==> src/rtl/fetch_pkg.sv <==
// Shared types and constants for the instruction-fetch controller.
package fetch_pkg;

  localparam int ADDR_WIDTH_DEFAULT  = 32;
  localparam int INSTR_WIDTH_DEFAULT = 32;
  localparam logic [31:0] RESET_VECTOR_DEFAULT = 32'h0000_0000;

  typedef enum logic [1:0] {
    BOOT  = 2'd0,
    FETCH = 2'd1,
    FLUSH = 2'd2
  } fetch_state_t;

endpackage

==> src/rtl/fetch_buffer.sv <==
// Single-entry instruction/PC holding register between fetch and decode.
module fetch_buffer
  import fetch_pkg::*;
#(
  parameter int ADDR_WIDTH  = ADDR_WIDTH_DEFAULT,
  parameter int INSTR_WIDTH = INSTR_WIDTH_DEFAULT
) (
  input  logic                   clock,
  input  logic                   reset,
  input  logic                   load,
  input  logic                   flush,
  input  logic                   ready,
  input  logic [INSTR_WIDTH-1:0] load_data,
  input  logic [ADDR_WIDTH-1:0]  load_pc,
  output logic                   valid,
  output logic [INSTR_WIDTH-1:0] data,
  output logic [ADDR_WIDTH-1:0]  pc
);

  // Flush only drops the valid flag; the stale word is never presented to decode.
  always_ff @(posedge clock or posedge reset) begin
    if (reset) begin
      valid <= 1'b0;
      data  <= '0;
      pc    <= '0;
    end else if (flush) begin
      valid <= 1'b0;
    end else if (load) begin
      valid <= 1'b1;
      data  <= load_data;
      pc    <= load_pc;
    end else if (valid && ready) begin
      valid <= 1'b0;
    end else begin
      valid <= valid;
    end
  end

endmodule

==> src/rtl/fetch_controller.sv <==
// Instruction-fetch sequencer: PC load control, memory handshake and branch redirect.
module fetch_controller
  import fetch_pkg::*;
#(
  parameter int ADDR_WIDTH  = ADDR_WIDTH_DEFAULT,
  parameter int INSTR_WIDTH = INSTR_WIDTH_DEFAULT,
  parameter logic [ADDR_WIDTH-1:0] RESET_VECTOR = ADDR_WIDTH'(RESET_VECTOR_DEFAULT)
) (
  input  logic                   clock,
  input  logic                   reset,
  input  logic [ADDR_WIDTH-1:0]  pcCurrent,
  input  logic [ADDR_WIDTH-1:0]  pcSeq,
  output logic                   enablePC,
  output logic [ADDR_WIDTH-1:0]  pcNext,
  output logic                   imemReq,
  output logic [ADDR_WIDTH-1:0]  imemAddr,
  input  logic                   imemAck,
  input  logic [INSTR_WIDTH-1:0] imemData,
  input  logic                   branchTaken,
  input  logic [ADDR_WIDTH-1:0]  branchTarget,
  output logic                   instrValid,
  input  logic                   instrReady,
  output logic [INSTR_WIDTH-1:0] instrOut,
  output logic [ADDR_WIDTH-1:0]  instrPc,
  output logic [31:0]            fetchCount
);

  fetch_state_t            state;
  fetch_state_t            next_state;
  logic [ADDR_WIDTH-1:0]   saved_target;
  logic                    save_target;
  logic                    buf_load;
  logic                    buf_flush;
  logic                    can_fetch;

  assign imemAddr  = pcCurrent;
  assign can_fetch = !instrValid || instrReady;

  fetch_buffer #(
    .ADDR_WIDTH (ADDR_WIDTH),
    .INSTR_WIDTH(INSTR_WIDTH)
  ) u_buffer (
    .clock    (clock),
    .reset    (reset),
    .load     (buf_load),
    .flush    (buf_flush),
    .ready    (instrReady),
    .load_data(imemData),
    .load_pc  (pcCurrent),
    .valid    (instrValid),
    .data     (instrOut),
    .pc       (instrPc)
  );

  // State register.
  always_ff @(posedge clock or posedge reset) begin
    if (reset) begin
      state <= BOOT;
    end else begin
      state <= next_state;
    end
  end

  // Redirect address held while a request is outstanding; latest branch wins.
  always_ff @(posedge clock or posedge reset) begin
    if (reset) begin
      saved_target <= '0;
    end else if (save_target) begin
      saved_target <= branchTarget;
    end else begin
      saved_target <= saved_target;
    end
  end

  // Delivered-instruction counter, wraps naturally.
  always_ff @(posedge clock or posedge reset) begin
    if (reset) begin
      fetchCount <= 32'd0;
    end else if (instrValid && instrReady) begin
      fetchCount <= fetchCount + 32'd1;
    end else begin
      fetchCount <= fetchCount;
    end
  end

  // Next-state and PC/memory strobes; reset gates the combinational outputs too.
  always_comb begin
    next_state  = state;
    enablePC    = 1'b0;
    pcNext      = pcSeq;
    imemReq     = 1'b0;
    buf_load    = 1'b0;
    buf_flush   = 1'b0;
    save_target = 1'b0;
    if (reset) begin
      pcNext = RESET_VECTOR;
    end else begin
      case (state)
        BOOT: begin
          enablePC   = 1'b1;
          pcNext     = RESET_VECTOR;
          next_state = FETCH;
        end
        FETCH: begin
          imemReq = can_fetch;
          if (branchTaken) begin
            buf_flush = 1'b1;
            if (can_fetch && !imemAck) begin
              save_target = 1'b1;
              next_state  = FLUSH;
            end else begin
              enablePC = 1'b1;
              pcNext   = branchTarget;
            end
          end else if (can_fetch && imemAck) begin
            buf_load = 1'b1;
            enablePC = 1'b1;
          end else begin
            next_state = FETCH;
          end
        end
        FLUSH: begin
          imemReq   = 1'b1;
          buf_flush = 1'b1;
          if (imemAck) begin
            enablePC   = 1'b1;
            pcNext     = branchTaken ? branchTarget : saved_target;
            next_state = FETCH;
          end else if (branchTaken) begin
            save_target = 1'b1;
          end else begin
            next_state = FLUSH;
          end
        end
        default: begin
          next_state = BOOT;
        end
      endcase
    end
  end

endmodule
==> config.mk <==
export PLATFORM = sky130hd
export DESIGN_NAME = fetch_controller
export DESIGN_NICKNAME = d
export VERILOG_FILES = /design/src/rtl/fetch_pkg.sv /design/src/rtl/fetch_buffer.sv /design/src/rtl/fetch_controller.sv
export SDC_FILE = /design/constraint.sdc
export NUM_CORES = 1
export LEC_CHECK = 0
export CORE_MARGIN = 3
export CORE_UTILIZATION = 45
export CTS_CLUSTER_DIAMETER = 60
export DETAILED_ROUTE_END_ITERATION = 6
export GPL_TIMING_DRIVEN = 0
export PLACE_DENSITY = 0.87
export SLEW_MARGIN = 20
export SYNTH_ARGS = -nofsm -noshare
export SYNTH_HDL_FRONTEND = slang
export SYNTH_SLANG_ARGS = --single-unit
export TNS_END_PERCENT = 50
==> constraint.sdc <==
create_clock -name clock -period 15.75 [get_ports clock]
set_input_delay 4.725 -clock clock [delete_from_list [all_inputs] [get_ports clock]]
set_output_delay 4.725 -clock clock [all_outputs]
set_load 0.01 [all_outputs]
# Yosys cells after proc, flatten, opt, wreduce, memory -nomap -nowiden
# Cells that the tools add are included.
[totals] register_bits=131 in_bits=133 output_inout_bits=163 elab_cells=58
[classes] n_addsub=1 n_eq_ne=5 muxes=34 n_bitwise=2 reduce_logical=10
[op_table] cell="$mux 32" count=5
[op_table] cell="$pmux 32 s3" count=1
[op_table] cell="$add 32x1->32 const B" count=1
[op_table] cell="$mux 1" count=18
[op_table] cell="$mux 2" count=5
[op_table] cell="$ne 3x3->1 const B" count=3
[op_table] cell="$pmux 1 s2" count=3
[op_table] cell="$pmux 2 s3" count=1
[op_table] cell="$reduce_and 4->1" count=1
[op_table] cell="$logic_and 1x1->1" count=3
[op_table] cell="$pmux 1 s3" count=1
[op_table] cell="$reduce_bool 3->1" count=1
[op_table] cell="$eq 2x1->1 const B" count=1
[op_table] cell="$eq 2x2->1 const B" count=1
[op_table] cell="$logic_not 1->1" count=2
[op_table] cell="$logic_not 2->1" count=1
[op_table] cell="$not 1->1" count=2
[op_table] cell="$reduce_and 2->1" count=1
[op_table] cell="$logic_or 1x1->1" count=1

# Depth between registers and ports, before layout
# Gate-level depths: netlist of run 1.
[logic_depth] ltp_word=9 depth_mapped=9 mapped_depth_nobuf=6

# Hierarchy
# Synthesis of run 1 repeated with hierarchy kept, for this count alone.
[hier_totals] hier_cells=521 area_unflattened_um2=6804.0
[by_module_without_submodules] module="fetch_controller" n_inst=1 cells_each=380 area_each_um2=4058.9 seq_area_each_um2=1651.6
[by_module_without_submodules] module="fetch_buffer" n_inst=1 cells_each=141 area_each_um2=2745.1 seq_area_each_um2=1626.6

# Worst setup path before layout of run 1
# No wires, ideal clock.
[synth_timing] path_kind="in2out" start="input reset" end="output pcNext[10]" arrival_time_ns=8.526 required_ns=11.025 setup_slack_ns=2.499 path_stages=4 path_buffers=1 cell_sequence="inv_1 > nand2_1 > clkbuf_1 > o2bb2ai_1"
[synth_via] elab_chain_cells=1
[synth_rtl] item="start, declared" line="fetch_controller.sv:10" text="input logic reset,"
[synth_rtl] item="$mux 32" line="fetch_controller.sv:95" text="if (reset) begin"
[synth_rtl] item="end, declared" line="fetch_controller.sv:14" text="output logic [ADDR_WIDTH-1:0] pcNext,"
# No other way between the ends.

# Worst setup path after layout of run 1
[layout_timing] start="input reset" end="output pcNext[18]"
# Same word-level chain as after synthesis.

==> flow_results.org, run 1 <==
** Clocking
- Clock root cell :: clkbuf_16
- Clock tree synthesis found a total of 131 sinks.
- Post-CTS resize count :: 0
- Post-CTS timing repair inserted 0 buffers for setup.
- Hold repair after CTS inserted 0 buffers.
- Number of buffers on the longest clock path :: 2
- Total CTS buffers :: 17
- Clock latency of the later-clocked register in the worst-skew pair :: 420 ps
- Number of H-tree levels :: 4
- TritonCTS built the clock tree.
- Clock-pin slew was measured on the worst setup and hold paths at 50 ps.

** Synthesis
- The netlist uses 36 different library cells.
- Synthesized net count :: 618
- Dividing the synthesized area by the synthesized cell count gives 13.2 um^2.
- After synthesis, flip-flops and latches occupy 51.6% of the total area.
- In the post-synthesis netlist, the biggest area contributors are dfrtp_1 (52%), mux2_4 (12%), mux2_2 (9.0%), o2bb2ai_1 (4.4%), a22oi_1 (3.8%).
- The cell area that synthesis handed to floorplanning was 6350 um^2.
- Post-synthesis sequential element count :: 131
- The share of synthesized area in the top cell type comes to 51.6%.
- Synth Instances :: 480
- The Yosys step of the flow raised 0 warnings.
- Summed over all instances, the cell type with the most area after synthesis is dfrtp_1.

** Layout
- At the end of the flow, the number of nets in the layout was 932.
- Most frequent standard cell in the layout excluding fill and tap cells :: clkdlybuf4s50_1
- Ant diodes :: 0
- Share of layout cells above drive strength 1 :: 22.6%
- Synth-to-layout area growth :: 59.6%
- In the layout the commonest cells are clkdlybuf4s50_1 (294), dfrtp_1 (131), mux2_2 (51).

** STA
- In the final timing run, aggregate negative setup slack is 0 ps.
- After layout, the worst path uses 77.2% of the clock period.
- Rel. slew slack :: 38.7%
- Crit path time final :: 12150 ps
- Clock tree skew after final layout :: 12.3 ps
- The number of hold violations in the final report came to 0.
- Count of pins over their slew limit :: 0
- Setup repair after global routing left no endpoint under its margin.
- Setup violations remaining at the end of the flow were counted as 0.
- Fmax :: 82.3 MHz
- For the pin with the worst max-slew slack, the measured transition is 911 ps.

** Die
- Full die area :: 15600 um^2
- The initialized floorplan defines 42 standard-cell rows.
- Vertical die dimension :: 125 um
- The total area inside the core boundary comes to 13500 um^2.
- 296 I/O pins were placed.
- In this run the horizontal extent of the chip is 125 um.
- Starting density of the core :: 47.0%

** Drt
- In this run the remaining antenna-violating nets after routing total 0.
- Routed len/inst :: 18.9 um
- Length of routed met3 wiring :: 1.11 mm
- After detailed routing, no signal wire sits above met4.
- The routed design uses 10.0 mm of met2 wire.
- Total wire length after detailed routing :: 18.6 mm
- Number of DRC violations after detailed-routing iteration 0 :: 310
- M1 WL :: 7.09 mm
- Post-DR vias/cell :: 5.26
- DRC violation count after routing :: 0
- Number of vias after detailed routing :: 5167
- Count of TritonRoute iterations in the first routing pass :: 4

** Power
- Peak supply drop :: 0.0000973 V
- The analysis attributes to cell leakage a power of 4.34 nW.
- Power comes to 1.57 mW.
- In this run, flip-flops and latches consume 34.9% of the power.
- Combinational cells account for 40.2% of the total power.
- Sw frac :: 29.1%
- Power Density :: 155 nW/um^2
- Design internal power :: 1.11 mW
- The clock network is responsible for 24.9% of the overall power.
- The analysis attributes to net switching a power of 0.456 mW.

** Placed design
- Buffers placed on the I/O ports in this run total 294.
- Detail Placement HPWL :: 14.1 mm
- The congestion estimate from routability-driven global placement came to 0.871.

** Worst setup path
- At the worst endpoint, the required time is 11030 ps.
- The number of cells on the worst reg-to-reg path is 6.
- The worst register-to-register path has a setup slack of 13280 ps.
- Crit. End Element :: primary output
- By startpoint and endpoint, the worst setup path is classified as in2out.
- Tracing the worst setup path back leads to its startpoint at reset.
- R2R Path Start :: state[0]$_DFFE_PP0P_
- The most critical setup path has its endpoint at pcNext[18].
- Reg-to-reg critical path endpoint :: saved_target[25]$_DFFE_PP0P_
- Highest fanout seen on the critical path :: 84
- The worst setup path is launched from a primary input.
- Data on the critical path arrives at its endpoint at 7430 ps.

** Global routing
- Global-route wire length before repair :: 29.9 mm
- The initial antenna violation count is 0.
- GRT overflow :: 0
- Total Routing Usage GR :: 24.0%
- The via count of the first global-routing pass is 5633.
- Entering global routing, the biggest net connects 85 pins.

** Flow run
- Max-cap viol count :: 0

** Min path
- The worst hold path begins at fetchCount[31]$_DFFE_PP0P_.
- In this run the worst hold path is classified as reg2reg.

** Outcome
- Run status :: finished clean
## cell type report
class / count / area (um^2)
repair buffers: 295 / 2970
flip-flops and latches: 131 / 3280
plain buffers: 58 / 397
well taps: 176 / 220
clock buffers: 23 / 488
fillers: 845 / 3360
clock inverters: 9 / 103
multi-input cells: 286 / 2660
inverters: 5 / 26.3
## per-stage QoR
stage	hold slack, ps	setup WS (ps)	cells	util, %	area (um^2)
floorplan	482	2500	480	-	6350
global placement	463	54.9	950	70.5	9520
detailed placement	491	3560	951	70.7	9550
CTS	503	3540	983	75.1	10100
global route	522	3320	983	75.1	10100
finish	492	3600	983	75.1	10100
## power by group through the flow
stage,clock network (mW),registers [mW],logic (mW)
detailed placement,0,0.548,0.632
finish,0.390,0.547,0.630
floorplan,0,0.573,0.269
global route,0.413,0.563,0.667
CTS,0.395,0.546,0.638
global placement,0,0.537,0.615
## state kept, by name (all words and copies together), names as in the netlist
signal and count:
fetchCount 32, saved_target 32, u_buffer.data 32, u_buffer.pc 32
state 2, u_buffer.valid 1
## how the worst min path moves through the flow
| stage | end | slack, ps | cells past startpoint |
|---|---|---|---|
| finish | fetchCount[31]$_DFFE_PP0P_ | 490 | 1 |
| global placement | fetchCount[31]$_DFFE_PP0P_ | 460 | 1 |
| global route | u_buffer.data[30]$_DFFE_PP0P_ | 520 | 1 |
| detailed placement | u_buffer.data[8]$_DFFE_PP0P_ | 490 | 1 |
| floorplan | saved_target[0]$_DFFE_PP0P_ | 480 | 1 |
| CTS | u_buffer.data[8]$_DFFE_PP0P_ | 500 | 1 |
## cell usage after synthesis
library cell  instances
a21boi_0              1
a21boi_1              1
a21oi_1               5
a21oi_2               1
a22oi_1              32
a311o_1               1
a41oi_1               1
and3_1                6
and4_1                4
buf_2                 5
buf_4                32
buf_6                 7
clkbuf_1             14
dfrtp_1             131
ha_1                  5
inv_1                 5
mux2_2               51
mux2_4               49
nand2_1              16
nand2b_1              2
nand2b_2              1
nand3_1              14
nand3b_1              2
nand4_1              11
nor2_1                6
nor3_1                5
nor3b_1               1
nor4_1                2
nor4b_2               1
o21ai_0               2
o2bb2ai_1            32
or2_2                 1
or2b_2                1
or4_4                 1
xnor2_1              25
xor2_1                6
## critical path, stage by stage
cell,delay (ps)
clkdlybuf4s50_1,560
inv_8,350
buf_16,380
nand2_1,240
clkbuf_1,310
o2bb2ai_1,240
clkdlybuf4s50_1,560
## per-layer routing
metal / GRT usage, % / vias to the layer above
met5: 0 / -
met4: 8.42 / 0
met3: 5.79 / 33
met2: 44.3 / 212
met1: 27.0 / 2559
li1: - / 2363
## logic make-up (layout without fill, tap and decap cells)
family / Yosys count / in the layout / synth area share [%]
XOR/XNOR: 31 / 31 / 4.27
adder cells (fa/ha/maj): 5 / 5 / 0.985
AND/OR/NAND/NOR: 74 / 74 / 6.56
flip-flops: 131 / 131 / 51.6
buffers and inverters: 63 / 390 / 6.54
multiplexers: 100 / 100 / 20.6
AO/OA/AOI/OAI: 76 / 76 / 9.42
(Power assumes the default switching activity.)
==> inputs of run 2 (changes only) <==
--- a/config.mk
+++ b/config.mk
@@ -6,11 +6,11 @@
 export NUM_CORES = 1
 export LEC_CHECK = 0
 export CORE_MARGIN = 3
-export CORE_UTILIZATION = 45
+export CORE_UTILIZATION = 42
 export CTS_CLUSTER_DIAMETER = 60
 export DETAILED_ROUTE_END_ITERATION = 6
 export GPL_TIMING_DRIVEN = 0
-export PLACE_DENSITY = 0.87
+export PLACE_DENSITY = 0.82
 export SLEW_MARGIN = 20
 export SYNTH_ARGS = -nofsm -noshare
 export SYNTH_HDL_FRONTEND = slang
==> constraint.sdc (replaced) <==
create_clock -name clock -period 12 [get_ports clock]
set_input_delay 3.6 -clock clock [delete_from_list [all_inputs] [get_ports clock]]
set_output_delay 3.6 -clock clock [all_outputs]
set_load 0.01 [all_outputs]
==> run 2 against run 1 <==
Sequential cell count did not move. Combinational power increased by 31%. Count of clock-buffer cells in the layout shrank 5. Sequential power up 31%. Via count down 0.52%. Critical path type unchanged. Wire length fell by 1.8%. First-iteration DRC count decreased by 1.9%. Cell count grew 0.81%. Critical endpoint is now pcNext[4]. Global-route usage down 1.9 points. Clock skew fell by 6.1 ps. Core utilization shrank 5.3 points.
==> flow_results.org, run 2 (synthesis gave the netlist of run 1 again) <==
** Outcome
- The flow ran to the end, and the final reports show no timing, DRC or antenna violations.

** Min path
- Endpoint of the worst hold-timing path :: fetchCount[31]$_DFFE_PP0P_
- In this run the worst hold path is classified as reg2reg.
- Worst hold path cell count :: 1 (unchanged)
- In this run the most critical hold path is launched from fetchCount[31]$_DFFE_PP0P_.

** Worst setup path
- Highest fanout seen on the critical path :: 68 (-19%)
- The logic depth of the worst register-to-register path came to 6 (unchanged).
- Crit. End Element :: primary output
- Reg-to-reg setup timing slack :: 9500 ps (-3780 ps)
- In this run the critical register-to-register path is captured at saved_target[16]$_DFFE_PP0P_.
- The worst register-to-register path begins at state[0]$_DFFE_PP0P_.
- The worst path arrival time was 6280 ps (-1150 ps).
- CP Class :: in2out
- Data required time at the worst endpoint :: 8400 ps (-2630 ps)
- The worst setup path is launched from a primary input.

** Clocking
- Total CTS buffers :: 17 (unchanged)
- Number of clock sinks seen by CTS :: 131 (unchanged)
- The CTS H-tree depth came to 4 (unchanged).
- TritonCTS built the clock tree.
- The CTS clock-pin slew for the worst setup and hold paths is 60 ps (about the same).
- The tree is rooted in a clkbuf_16.
- Post-CTS setup buffers :: 0 (unchanged)
- Post-CTS resize count :: 0 (unchanged)
- Number of hold buffers added after cts :: 0 (unchanged)
- The buffer levels on the longest clock path came to 2 (unchanged).
- Clock latency of the later-clocked register in the worst-skew pair :: 410 ps (about the same)

** STA
- Count of pins over their slew limit :: 0 (unchanged)
- Dividing the final minimum period by the clock period gives 82.3%.
- The setup total negative slack came to 0 ps (unchanged).
- After layout, the minimum clock period comes to 9880 ps.
- Derived from the worst setup path, the maximum achievable clock frequency is 101 MHz.
- Setup ws final :: 2120 ps (-1480 ps)
- The setup violation total in the final timing report is 0 (unchanged).
- The clock skew after layout came to 6.21 ps (-6.10 ps).
- Unrepaired setup endpoints after global routing :: no
- The worst hold slack after final layout came to 475 ps (-17.3 ps).
- Worst slew pin tran :: 943 ps (+32.0 ps)
- Rel. slew slack :: 36.5% (-2.2 points)
- The number of hold violations in the final report came to 0 (unchanged).

** Placed design
- Placer congestion estimate :: 0.786 (-9.8%)
- The count of buffers inserted at the top-level ports is 294 (unchanged).
- Cell Area, Placed :: 9560 um^2 (+0.10%)
- The half-perimeter wire length after detailed placement was 13.7 mm (-2.5%).
- The minimum setup slack after placement is 2040 ps (-1520 ps).
- Placed Instances :: 959 (+0.84%)

** Layout
- The total inserted antenna cells was 0 (unchanged).
- Synth-to-layout area growth :: 60.9%
- The number of standard cells in the layout, taps in and fillers out was 991 (+0.81%).
- Final core area utilization :: 69.8% (-5.3 points)
- The top cell types in the final layout, fill and taps aside, are clkdlybuf4s50_1 (294), dfrtp_1 (131), mux2_2 (51).
- Most frequent standard cell in the layout excluding fill and tap cells :: clkdlybuf4s50_1
- The final instance area is 10200 um^2 (+0.81%).
- The share of cells above drive strength 1 was 22.7% (+0.12 points).
- NumNets Final :: 932 (unchanged)

** Die
- The initial core utilization is 43.4% (-3.7 points).
- Die outline width :: 129 um (+3.3%)
- The die outline height came to 129 um (+3.3%).
- Number of rows in the core area :: 44 (+4.8%)
- The area enclosed by the die boundary was 16600 um^2 (+6.8%).
- Standard cell core area :: 14600 um^2 (+8.4%)
- The number of I/O pins came to 296 (unchanged).

** Global routing
- Pin count of the biggest net entering global routing :: 69 (-19%)
- The all-layer global routing usage was 22.1% (-1.9 points).
- The initial antenna violation count was 0 (unchanged).
- GRT overflow :: 0 (unchanged)
- The wire length of the first global-routing pass is 28.8 mm (-3.6%).
- Via count of the first global-routing pass :: 5556 (-1.4%)

** Flow run
- The number of max-capacitance violations reported is 0 (unchanged).

** Power
- Leak Pwr :: 4.37 nW (+0.90%)
- The worst IR drop on VDD was 0.000102 V (+4.9%).
- Power after layout :: 2.13 mW (+36%)
- Power Density :: 208 nW/um^2 (+35%)

** Drt
- The final wirelength is 18.3 mm (-1.8%).
- The iteration count of the initial detailed-routing pass is 7 (+3).
- The via-per-instance ratio came to 5.19 (-1.3%).
- Number of DRC violations after detailed-routing iteration 0 :: 304 (-1.9%)
- The overall via count from detail_route came to 5140 (-0.52%).
- DRC violation count after routing :: 0 (unchanged)
- The post-route antenna net violation count came to 0 (unchanged).
- The detailed-route wire length per cell came to 18.4 um (-2.6%).
## run 2: cell count changes in the layout (fill, tap and decap cells not counted), sizes merged
cell      previous run  this run
inv                  5         6
clkinv               4         6
clkbuf              37        32
clkinvlp             3         1
bufinv               2         6
## run 2: routing by layer
metal,vias to the layer above,share of wire (%),GRT usage [%]
met2,219,54,39.4
met4,0,1.9,6.92
met5,-,0,0
li1,2364,-,-
met3,28,6.8,6.89
met1,2529,38,25.3
## run 2: worst max path at each step
stage          slack, ps          to  start  cells after the start
2_1_floorplan       1000  pcNext[10]  reset                      4
3_3_place_gp       -1600    enablePC  reset                      6
3_5_place_dp        2040   pcNext[4]  reset                      7
4_1_cts             2020   pcNext[4]  reset                      7
5_1_grt             1790   pcNext[4]  reset                      7
6_report            2120   pcNext[4]  reset                      7
## run 2: report_power, final
group          switching, mW  internal, mW
Sequential             0.107         0.611
Combinational          0.304         0.521
Clock                  0.193         0.389
Total                  0.604          1.52
## run 2: cell type report
| type | instances | area [um^2] |
|---|---|---|
| fill | 1032 | 4420 |
| sequential | 131 | 3280 |
| timing repair buffer | 295 | 2970 |
| multi-input combinational | 286 | 2660 |
| clock buffer | 18 | 429 |
| buffer | 58 | 397 |
| clock inverter | 14 | 234 |
| tap | 184 | 230 |
| inverter | 5 | 26.3 |
## run 2: critical path, stage by stage
cell and delay (ps):
clkdlybuf4s50_1 570, inv_8 420, buf_16 340, nand2_1 250
clkbuf_1 270, o2bb2ai_1 230, clkdlybuf4s50_1 570
==> patch (config.mk and constraints of run 2) <==
The 3 states of `fetch_state_t` get a one-hot encoding in 3 bits.
--- a/src/rtl/fetch_pkg.sv
+++ b/src/rtl/fetch_pkg.sv
@@ -5,10 +5,10 @@
   localparam int INSTR_WIDTH_DEFAULT = 32;
   localparam logic [31:0] RESET_VECTOR_DEFAULT = 32'h0000_0000;
 
-  typedef enum logic [1:0] {
-    BOOT  = 2'd0,
-    FETCH = 2'd1,
-    FLUSH = 2'd2
+  typedef enum logic [2:0] {
+    BOOT  = 3'b001,
+    FETCH = 3'b010,
+    FLUSH = 3'b100
   } fetch_state_t;
 
 endpackage
Formal check against the unedited RTL: same outputs for any inputs over 4 cycles, from zero or initial values and one cycle with reset high; so few cycles prove little.
==> patch against run 2 <==
  * Sequential cell count grew 1
  * Cell count grew 0.10%
  * Total power shrank 8.6%
  * Clock power shrank 13%
  * Sequential power shrank 2%
  * Critical endpoint is now pcNext[15]
  * Design area shrank 1.7%
  * Count of clock-buffer cells in the layout grew 2
  * Area after synthesis shrank 1.4%
  * Setup slack gained 210 ps
  * First-iteration DRC count shrank 47%
  * Critical path type unchanged
  * Wire length is essentially flat
==> patch: results (changes against run 2) <==
RUN STATUS
--------------------------------------------------------------------------------
Run status                                                          finished clean

POWER
--------------------------------------------------------------------------------
Static leakage                                                           4.46 nW   +1.9%
Maximum vdd drop                                                        0.110 mV   +7.3%
Internal power                                                           1.37 mW   -9.8%

TIMING
--------------------------------------------------------------------------------
Largest clock skew in the final design                                   9.56 ps   +3.34 ps
Min Clock Period, post-route                                             9670 ps   -214 ps
Max-slew headroom                                                          62.7%   +26 points

CRITICAL PATH
--------------------------------------------------------------------------------
Source of the worst register-to-register timing path                    state[2]
Worst Path Max Fanout                                                         10   -85%
Reg-to-reg endpoint                                                     state[0]
Register-to-register setup slack                                        10040 ps   +540 ps
Maximum cell stage delay along the critical path                          630 ps   +60 ps
Arrival @ worst endpoint                                                 6070 ps   -210 ps
Termination of the worst setup path                                   pcNext[15]

YOSYS
--------------------------------------------------------------------------------
Number of cells produced by synthesis                                        481   +0.21%
Net Count, Synth                                                             615   -0.49%
Leading cell types by total area after synthesis                    sky130_fd_sc_hd__dfrtp_1, sky130_fd_sc_hd__mux2_1, sky130_fd_sc_hd__a221o_1
Netlist cell types                                                            48   +33%
Most used flip-flop cell after synthesis                            sky130_fd_sc_hd__dfrtp_1
Commonest cells in the synthesized netlist                          sky130_fd_sc_hd__dfrtp_1, sky130_fd_sc_hd__mux2_1, sky130_fd_sc_hd__and3_1, sky130_fd_sc_hd__buf_4, sky130_fd_sc_hd__a221o_1

PLACEMENT
--------------------------------------------------------------------------------
Number of cells in the design after placement                                960   +0.10%
Pre-CTS setup slack                                                      2390 ps   +350 ps
Count of input and output buffers                                            294   unchanged
Dpl hpwl                                                                14200 µm   +3.3%
Global placement routability congestion                                    0.935   +19%
Post-place instance area                                                9470 µm²   -0.92%

GLOBAL ROUTING
--------------------------------------------------------------------------------
Number of global-route vias before repair                                   5470   -1.5%
Largest net degree at the start of global routing                            108   +57%
Total Routing Usage GR                                                     22.0%   -0.088 points
First-pass GRT wire length                                              28300 µm   -1.7%
Number of antenna violations at the first check in global routing              1   +1

CTS
--------------------------------------------------------------------------------
Clock transition at the registers of the reported paths                    60 ps   about the same
Clock Tree Root                                                     sky130_fd_sc_hd__clkbuf_16

CELLS AND AREA
--------------------------------------------------------------------------------
Nets@finish                                                                  929   -0.32%
Ratio of cells with drive above 1 in the final layout                      13.2%   -9.4 points
Fillcell total                                                               990   -4.1%
Final Instance Count excl. Fillers                                           992   +0.10%

ROUTING
--------------------------------------------------------------------------------
First-pass DRT Iterations                                                      4   -3
Overall via count from detail_route                                         5144   +0.078%
DR iter-0 viols                                                              161   -47%

[patch: worst min path at each step]
stage	from	to	cells after the start	slack, ps
CTS	saved_target[25]	saved_target[25]	1	490
finish	saved_target[25]	saved_target[25]	1	480
global route	saved_target[25]	saved_target[25]	1	490
floorplan	saved_target[0]	saved_target[0]	1	460
global placement	fetchCount[31]	fetchCount[31]	1	460
detailed placement	saved_target[25]	saved_target[25]	1	470
[patch: area by class of cell]
type / instances / area [µm²] / area share (%)
well taps: 184 / 230 / 2.29
flip-flops and latches: 132 / 3300 / 32.9
multi-input cells: 286 / 2510 / 25.0
plain buffers: 58 / 429 / 4.27
clock buffers: 20 / 447 / 4.44
repair buffers: 295 / 2970 / 29.6
clock inverters: 12 / 131 / 1.31
inverters: 5 / 26.3 / 0.261
[patch: power by group through the flow]
stage | Sequential, mW | Combinational (mW) | Clock [mW]
global placement | 0.704 | 0.719 | 0
floorplan | 0.755 | 0.267 | 0
finish | 0.707 | 0.733 | 0.504
CTS | 0.708 | 0.744 | 0.515
detailed placement | 0.714 | 0.739 | 0
global route | 0.729 | 0.784 | 0.534
[patch: per-layer routing]
| metal | vias to the layer above | track usage (%) | wire length [µm] |
|---|---|---|---|
| li1 | 2355 | - | - |
| met1 | 2540 | 24.9 | 7070 |
| met2 | 206 | 39.5 | 9570 |
| met3 | 41 | 5.54 | 1090 |
| met4 | 2 | 9.05 | 514 |
| met5 | - | 0 | 13 |
[patch: worst max-delay path: cells and delay by family]
family / cells / cell delay [ps]
AOI/OAI and AO/OA: 1 / 140
buffers and inverters: 3 / 1520
and+or+nand+nor: 2 / 800
[patch: cell families after synthesis]
group / synth area share [%]
buffers and inverters: 7.15
AOI/OAI and AO/OA: 6.73
DFF: 52.7
adders and majority gates: 0.200
and+or+nand+nor: 11.1
xor gates and xnor gates: 4.33
muxes: 17.8
